<file path="src/rtl/program_loader_if.sv">
// Host byte stream and register_file write port of the program loader.
interface program_loader_if #(
    parameter int DATA_WIDTH = 8,
    parameter int ADDR_WIDTH = 4
);
    logic [DATA_WIDTH-1:0] data_in;
    logic                  data_valid;
    logic                  data_ready;
    logic [ADDR_WIDTH-1:0] mem_address;
    logic [DATA_WIDTH-1:0] mem_data;
    logic                  mem_wr;

    modport slave (
        input  data_in, data_valid,
        output data_ready, mem_address, mem_data, mem_wr
    );

    modport master (
        output data_in, data_valid,
        input  data_ready, mem_address, mem_data, mem_wr
    );
endinterface

</file>
<file path="src/rtl/program_loader.sv">
// Loads PROG_LEN program words into register_file from address 0, then hands memory to the controller.
// Optional trailing checksum byte check is enabled with LOADER_CHECKSUM_EN.
module program_loader #(
    parameter int DATA_WIDTH = 8,
    parameter int ADDR_WIDTH = 4,
    parameter int PROG_LEN   = 16
) (
    input  logic                  clk,
    input  logic                  reset,
    input  logic                  start,
    input  logic                  halt,
    program_loader_if.slave       bus,
    output logic                  op,
    output logic                  loading,
    output logic                  done,
`ifdef LOADER_CHECKSUM_EN
    output logic                  checksum_err,
`endif
    output logic [ADDR_WIDTH:0]   word_count
);

`ifdef LOADER_CHECKSUM_EN
    typedef enum logic [1:0] {IDLE, LOAD, CHECK, RUN} state_t;
`else
    typedef enum logic [1:0] {IDLE, LOAD, FLUSH, RUN} state_t;
`endif

    localparam logic [ADDR_WIDTH:0] LAST_IDX = (ADDR_WIDTH+1)'(PROG_LEN - 1);

    state_t                state_q, state_d;
    logic [ADDR_WIDTH:0]   word_count_q, word_count_d;
    logic [ADDR_WIDTH-1:0] mem_address_q, mem_address_d;
    logic [DATA_WIDTH-1:0] mem_data_q, mem_data_d;
    logic                  mem_wr_q, mem_wr_d;
    logic                  xfer;
`ifdef LOADER_CHECKSUM_EN
    logic [DATA_WIDTH-1:0] sum_q, sum_d;
    logic                  err_q, err_d;

    function automatic logic [DATA_WIDTH-1:0] checksum_add(
        input logic [DATA_WIDTH-1:0] acc,
        input logic [DATA_WIDTH-1:0] b
    );
        return acc + b;
    endfunction

    // The trailing checksum byte is accepted in CHECK but never written.
    assign bus.data_ready = (state_q == LOAD) || (state_q == CHECK);
    assign checksum_err   = err_q;
`else
    assign bus.data_ready = (state_q == LOAD);
`endif

    assign xfer        = bus.data_valid && bus.data_ready;
    assign op          = (state_q == RUN);
    assign done        = (state_q == RUN);
    assign loading     = (state_q == LOAD);
    assign word_count  = word_count_q;
    assign bus.mem_address = mem_address_q;
    assign bus.mem_data    = mem_data_q;
    assign bus.mem_wr      = mem_wr_q;

    always_comb begin
        state_d       = state_q;
        word_count_d  = word_count_q;
        mem_address_d = mem_address_q;
        mem_data_d    = mem_data_q;
        mem_wr_d      = 1'b0;
`ifdef LOADER_CHECKSUM_EN
        sum_d         = sum_q;
        err_d         = err_q;
`endif
        case (state_q)
            IDLE: begin
                if (start) begin
                    state_d      = LOAD;
                    word_count_d = '0;
`ifdef LOADER_CHECKSUM_EN
                    sum_d        = '0;
                    err_d        = 1'b0;
`endif
                end
            end
            LOAD: begin
                if (xfer) begin
                    mem_data_d    = bus.data_in;
                    mem_address_d = word_count_q[ADDR_WIDTH-1:0];
                    mem_wr_d      = 1'b1;
                    word_count_d  = word_count_q + 1'b1;
`ifdef LOADER_CHECKSUM_EN
                    sum_d         = checksum_add(sum_q, bus.data_in);
                    if (word_count_q == LAST_IDX) state_d = CHECK;
`else
                    if (word_count_q == LAST_IDX) state_d = FLUSH;
`endif
                end
            end
`ifdef LOADER_CHECKSUM_EN
            CHECK: begin
                if (xfer) begin
                    if (bus.data_in == sum_q) begin
                        state_d = RUN;
                    end else begin
                        state_d = IDLE;
                        err_d   = 1'b1;
                    end
                end
            end
`else
            // One quiet cycle so the final write retires before the controller takes memory.
            FLUSH: state_d = RUN;
`endif
            RUN: begin
                if (halt) state_d = IDLE;
            end
            default: state_d = IDLE;
        endcase
    end

    always_ff @(posedge clk or posedge reset) begin
        if (reset) begin
            state_q       <= IDLE;
            word_count_q  <= '0;
            mem_address_q <= '0;
            mem_data_q    <= '0;
            mem_wr_q      <= 1'b0;
`ifdef LOADER_CHECKSUM_EN
            sum_q         <= '0;
            err_q         <= 1'b0;
`endif
        end else begin
            state_q       <= state_d;
            word_count_q  <= word_count_d;
            mem_address_q <= mem_address_d;
            mem_data_q    <= mem_data_d;
            mem_wr_q      <= mem_wr_d;
`ifdef LOADER_CHECKSUM_EN
            sum_q         <= sum_d;
            err_q         <= err_d;
`endif
        end
    end

endmodule

</file>
<file path="src/flat_wrapper.sv">
// flat-port wrapper written by rule: the top's interface ports become plain ports
module program_loader_flat 
#(
    parameter int DATA_WIDTH = 8,
    parameter int ADDR_WIDTH = 4,
    parameter int PROG_LEN   = 16
)
  (clk, reset, start, halt, op, loading, done, word_count, bus_data_in, bus_data_valid, bus_data_ready, bus_mem_address, bus_mem_data, bus_mem_wr);
  program_loader_if #(.DATA_WIDTH(DATA_WIDTH), .ADDR_WIDTH(ADDR_WIDTH)) bus_i ();
  input  logic clk;
  input  logic reset;
  input  logic start;
  input  logic halt;
  output logic op;
  output logic loading;
  output logic done;
  output logic [ADDR_WIDTH:0] word_count;
  input wire logic [$bits(bus_i.data_in)-1:0] bus_data_in;
  input wire logic [$bits(bus_i.data_valid)-1:0] bus_data_valid;
  output wire logic [$bits(bus_i.data_ready)-1:0] bus_data_ready;
  output wire logic [$bits(bus_i.mem_address)-1:0] bus_mem_address;
  output wire logic [$bits(bus_i.mem_data)-1:0] bus_mem_data;
  output wire logic [$bits(bus_i.mem_wr)-1:0] bus_mem_wr;
  assign bus_i.data_in = bus_data_in;
  assign bus_i.data_valid = bus_data_valid;
  assign bus_data_ready = bus_i.data_ready;
  assign bus_mem_address = bus_i.mem_address;
  assign bus_mem_data = bus_i.mem_data;
  assign bus_mem_wr = bus_i.mem_wr;
  program_loader #(.DATA_WIDTH(DATA_WIDTH), .ADDR_WIDTH(ADDR_WIDTH), .PROG_LEN(PROG_LEN)) u_core (.clk(clk), .reset(reset), .start(start), .halt(halt), .bus(bus_i), .op(op), .loading(loading), .done(done), .word_count(word_count));
endmodule
</file>
<file path="config.mk">
export PLATFORM = sky130hd
export DESIGN_NAME = program_loader_flat
export DESIGN_NICKNAME = d
export VERILOG_FILES = /design/src/rtl/program_loader_if.sv /design/src/rtl/program_loader.sv /design/src/flat_wrapper.sv
export SDC_FILE = /design/constraint.sdc
export NUM_CORES = 1
export LEC_CHECK = 0
export CORE_MARGIN = 2
export CORE_UTILIZATION = 44
export DETAILED_ROUTE_END_ITERATION = 6
export PLACE_DENSITY = 0.77
export SLEW_MARGIN = 20
export SYNTH_ARGS = -nofsm -noshare
export SYNTH_HDL_FRONTEND = slang
export SYNTH_SLANG_ARGS = --single-unit
</file>
<file path="constraint.sdc">
create_clock -name clk -period 1.8 [get_ports clk]
set_input_delay 0.36 -clock clk [delete_from_list [all_inputs] [get_ports clk]]
set_output_delay 0.36 -clock clk [all_outputs]
set_load 0.05 [all_outputs]
</file>
==> impl_metrics.json <==
{
  "outcome": "finished clean",
  "hp-class": "primary input to async pin",
  "nFillCells": 174,
  "die_h_um": 51.5,
  "area_delta_synth_final_pct": 47.7,
  "p_int_mw": 1.56,
  "yosys-top-cells-area": "dfrtp_1 50%, mux2_1 14%, ha_1 7.5%",
  "grt_pass1_wl_um": 3430,
  "drt_wl_total_um": 2120,
  "cts_tree": "built",
  "synth_area_leader_cell": "dfrtp_1",
  "synthArstFlopShare": 1.00,
  "diodes": 0,
  "dp_slack_ns": 0.0599,
  "cp.required_ns": 1.99,
  "worstSetupEndpoint": "u_core.state_q[1]$_DFFE_PP0P_",
  "cts_hold_buf": 0,
  "critical_path_depth": 6,
  "period_needed_ns": 1.74,
  "seq_area_um2": 503,
  "syn_area_um2": 995,
  "yosys_most_used_dff": "dfrtp_1",
  "die_area_um2": 2660,
  "rows": 17,
  "tightest_slew_ns": 0.383,
  "yosys_warnings": 0,
  "grt_max_degree": 21,
  "power_density_nw_per_um2": 2000,
  "total_power_mw": 2.94,
  "ys_types": 28,
  "vias_per_cell": 5.03,
  "swShare": 0.470,
  "grt_antenna_before_repair": 0,
  "max_stage_delay_ns": 0.41,
  "relSlewSlack": 0.737,
  "reg2reg_depth": 6,
  "path_buf_inv": 0,
  "reg2reg_to": "u_core.state_q[1]$_DFFE_PP0P_",
  "worst_slack_ns": 0.0578,
  "ioPinCount": 35,
  "crit_path_top_delay_cell": "dfrtp_2",
  "fin_skew_ns": 0.00741,
  "firstDrtPassIters": 4,
  "slew_viol_final": 0,
  "syn_area_per_cell_um2": 11.8,
  "utilization": 0.677,
  "cp.arrival_ns": 1.93,
  "crit_start": "u_core.word_count[1]$_DFFE_PP0P_",
  "worst_setup_path_start_kind": "flop",
  "ys_seq_area_frac": 0.503,
  "crit_family": "flip-flops",
  "cts.sinks": 20,
  "syn_inst": 84,
  "crit_fanout": 4,
  "route.detailed.drc": 0,
  "h-tree-depth": 1,
  "start_util": 0.458,
  "io_buffers": 34,
  "multiInputGateArea_um2": 460,
  "grt_usage": 0.178,
  "combPwrFrac": 0.624,
  "period_share": 0.968,
  "finalSetupTns_ns": 0,
  "drt_iter0_markers": 8,
  "ff2ff_setup_slack_ns": 0.06,
  "netlist_top_cells_count": "20 x dfrtp_1, 12 x mux2_1, 8 x inv_1, 6 x ha_1, 5 x nand2_1",
  "hold_viol_final": 0,
  "ys_ff_latch": 20,
  "finalSetupViolCount": 0,
  "globalRouteOverflowTotal": 0,
  "reg2reg_from": "u_core.word_count[1]$_DFFE_PP0P_",
  "fmax_mhz": 574,
  "critPathKind": "flop to flop",
  "cp_cell_sequence": "ha_2 > and3_4 > ha_1 > nand2_2 > a221oi_4 > mux2_1",
  "p_clk_frac": 0.122,
  "wl_per_cell_um": 13.9,
  "fp.dieW_um": 51.5,
  "leakage_nw": 0.691,
  "clk_path_buf_depth": 2,
  "end_kind": "flop",
  "cts_root_buf": "clkbuf_4",
  "switching_power_mw": 1.38,
  "clk_latency_ns": 0.30,
  "drive_gt1_frac": 0.331,
  "power_frac_seq": 0.254,
  "fp.coreArea_um2": 2170,
  "first_global_vias": 780,
  "via_count": 764,
  "place_hpwl_um": 1540,
  "synth_top_area_frac": 0.503,
  "synth_most_common_cell": "dfrtp_1",
  "synth-edff-count": 0,
  "vdd_drop_max_uv": 1350,
  "final_antenna_net_count": 0,
  "gp_congestion": 0.804,
  "synthesis.nets": 103,
  "path_clk_slew_ns": 0.11,
  "cts_buffers": 3,
  "cap_violations": 0,
  "nets": 144
}
==> layer usage <==
metal	up-vias	track usage	wire length (µm)
met3	2	0.0287	108
met2	26	0.327	1150
met5	-	0	0
li1	371	-	-
met4	0	0.0789	14
met1	365	0.200	843
==> power by group through the flow <==
| stage | combinational (mW) | sequential (mW) | clock [mW] |
|---|---|---|---|
| floorplan | 0.671 | 1.28 | 0 |
| global placement | 1.76 | 0.738 | 0 |
| detailed placement | 1.79 | 0.750 | 0 |
| CTS | 1.79 | 0.744 | 0.371 |
| global route | 1.94 | 0.770 | 0.392 |
| finish | 1.83 | 0.747 | 0.360 |
==> tightest hold or removal path: cells and delay by family <==
kind | cells | cell delay, ns
buffers and inverters | 3 | 0.71
==> registers in the layout, summed over array words and instances (netlist names) <==
signal	count
u_core.word_count	5
u_core.bus.mem_wr	1
u_core.bus.mem_data	8
u_core.bus.mem_address	4
u_core.state_q	2
==> cell type report <==
class,instances,share of cell area
Sequential cell,20,0.342
Clock inverter,1,0.0204
Inverter,8,0.0204
Timing Repair Buffer,41,0.264
Tap cell,28,0.0239
Clock buffer,3,0.0153
Multi-Input combinational cell,51,0.313
==> worst min path at each step <==
| stage | from | end | slack (ns) |
|---|---|---|---|
| 4_1_cts | reset | u_core.bus.mem_data[3]$_DFFE_PP0P_ | 0.37 |
| 3_3_place_gp | u_core.bus.mem_address[2]$_DFFE_PP0P_ | u_core.bus.mem_address[2]$_DFFE_PP0P_ | 0.48 |
| 2_1_floorplan | reset | u_core.bus.mem_address[0]$_DFFE_PP0P_ | 0.32 |
| 6_report | reset | u_core.word_count[3]$_DFFE_PP0P_ | 0.37 |
| 5_1_grt | reset | u_core.word_count[3]$_DFFE_PP0P_ | 0.39 |
| 3_5_place_dp | u_core.bus.mem_address[2]$_DFFE_PP0P_ | u_core.bus.mem_address[2]$_DFFE_PP0P_ | 0.48 |
==> logic make-up (layout without fill, tap and decap cells) <==
logic type                 after synthesis  count (layout)  synth area share
DFF                                     20              20             0.503
and+or+nand+nor                         17              17            0.0969
AOI/OAI and AO/OA                       15              15             0.113
muxes                                   13              13             0.146
buffers and inverters                   13              53            0.0654
adders and majority gates                6               6            0.0755
==> repair_timing <==
item	in CTS	in global routing
setup buffers	0	1
setup endpoints to repair	0	15
resized for setup	0	4
==> through the flow <==
step / area [µm²] / hold WS (ns) / cells
2_1_floorplan: 1000 / 0.324 / 84
3_3_place_gp: 1380 / 0.476 / 147
3_5_place_dp: 1380 / 0.484 / 147
4_1_cts: 1430 / 0.374 / 151
5_1_grt: 1470 / 0.389 / 152
6_report: 1470 / 0.374 / 152
==> layout by cell type, fill, tap and decap left out, types with 2 or more instances in the layout <==
master / instances
a22o_1: 2
buf_12: 4
buf_4: 25
clkbuf_4: 3
clkdlybuf4s50_1: 12
dfrtp_1: 18
dfrtp_2: 2
ha_1: 4
inv_1: 8
mux2_1: 12
nand2_1: 5
nand2_2: 2
nor2b_1: 3
o21ai_1: 4
(Power assumes the default switching activity.)
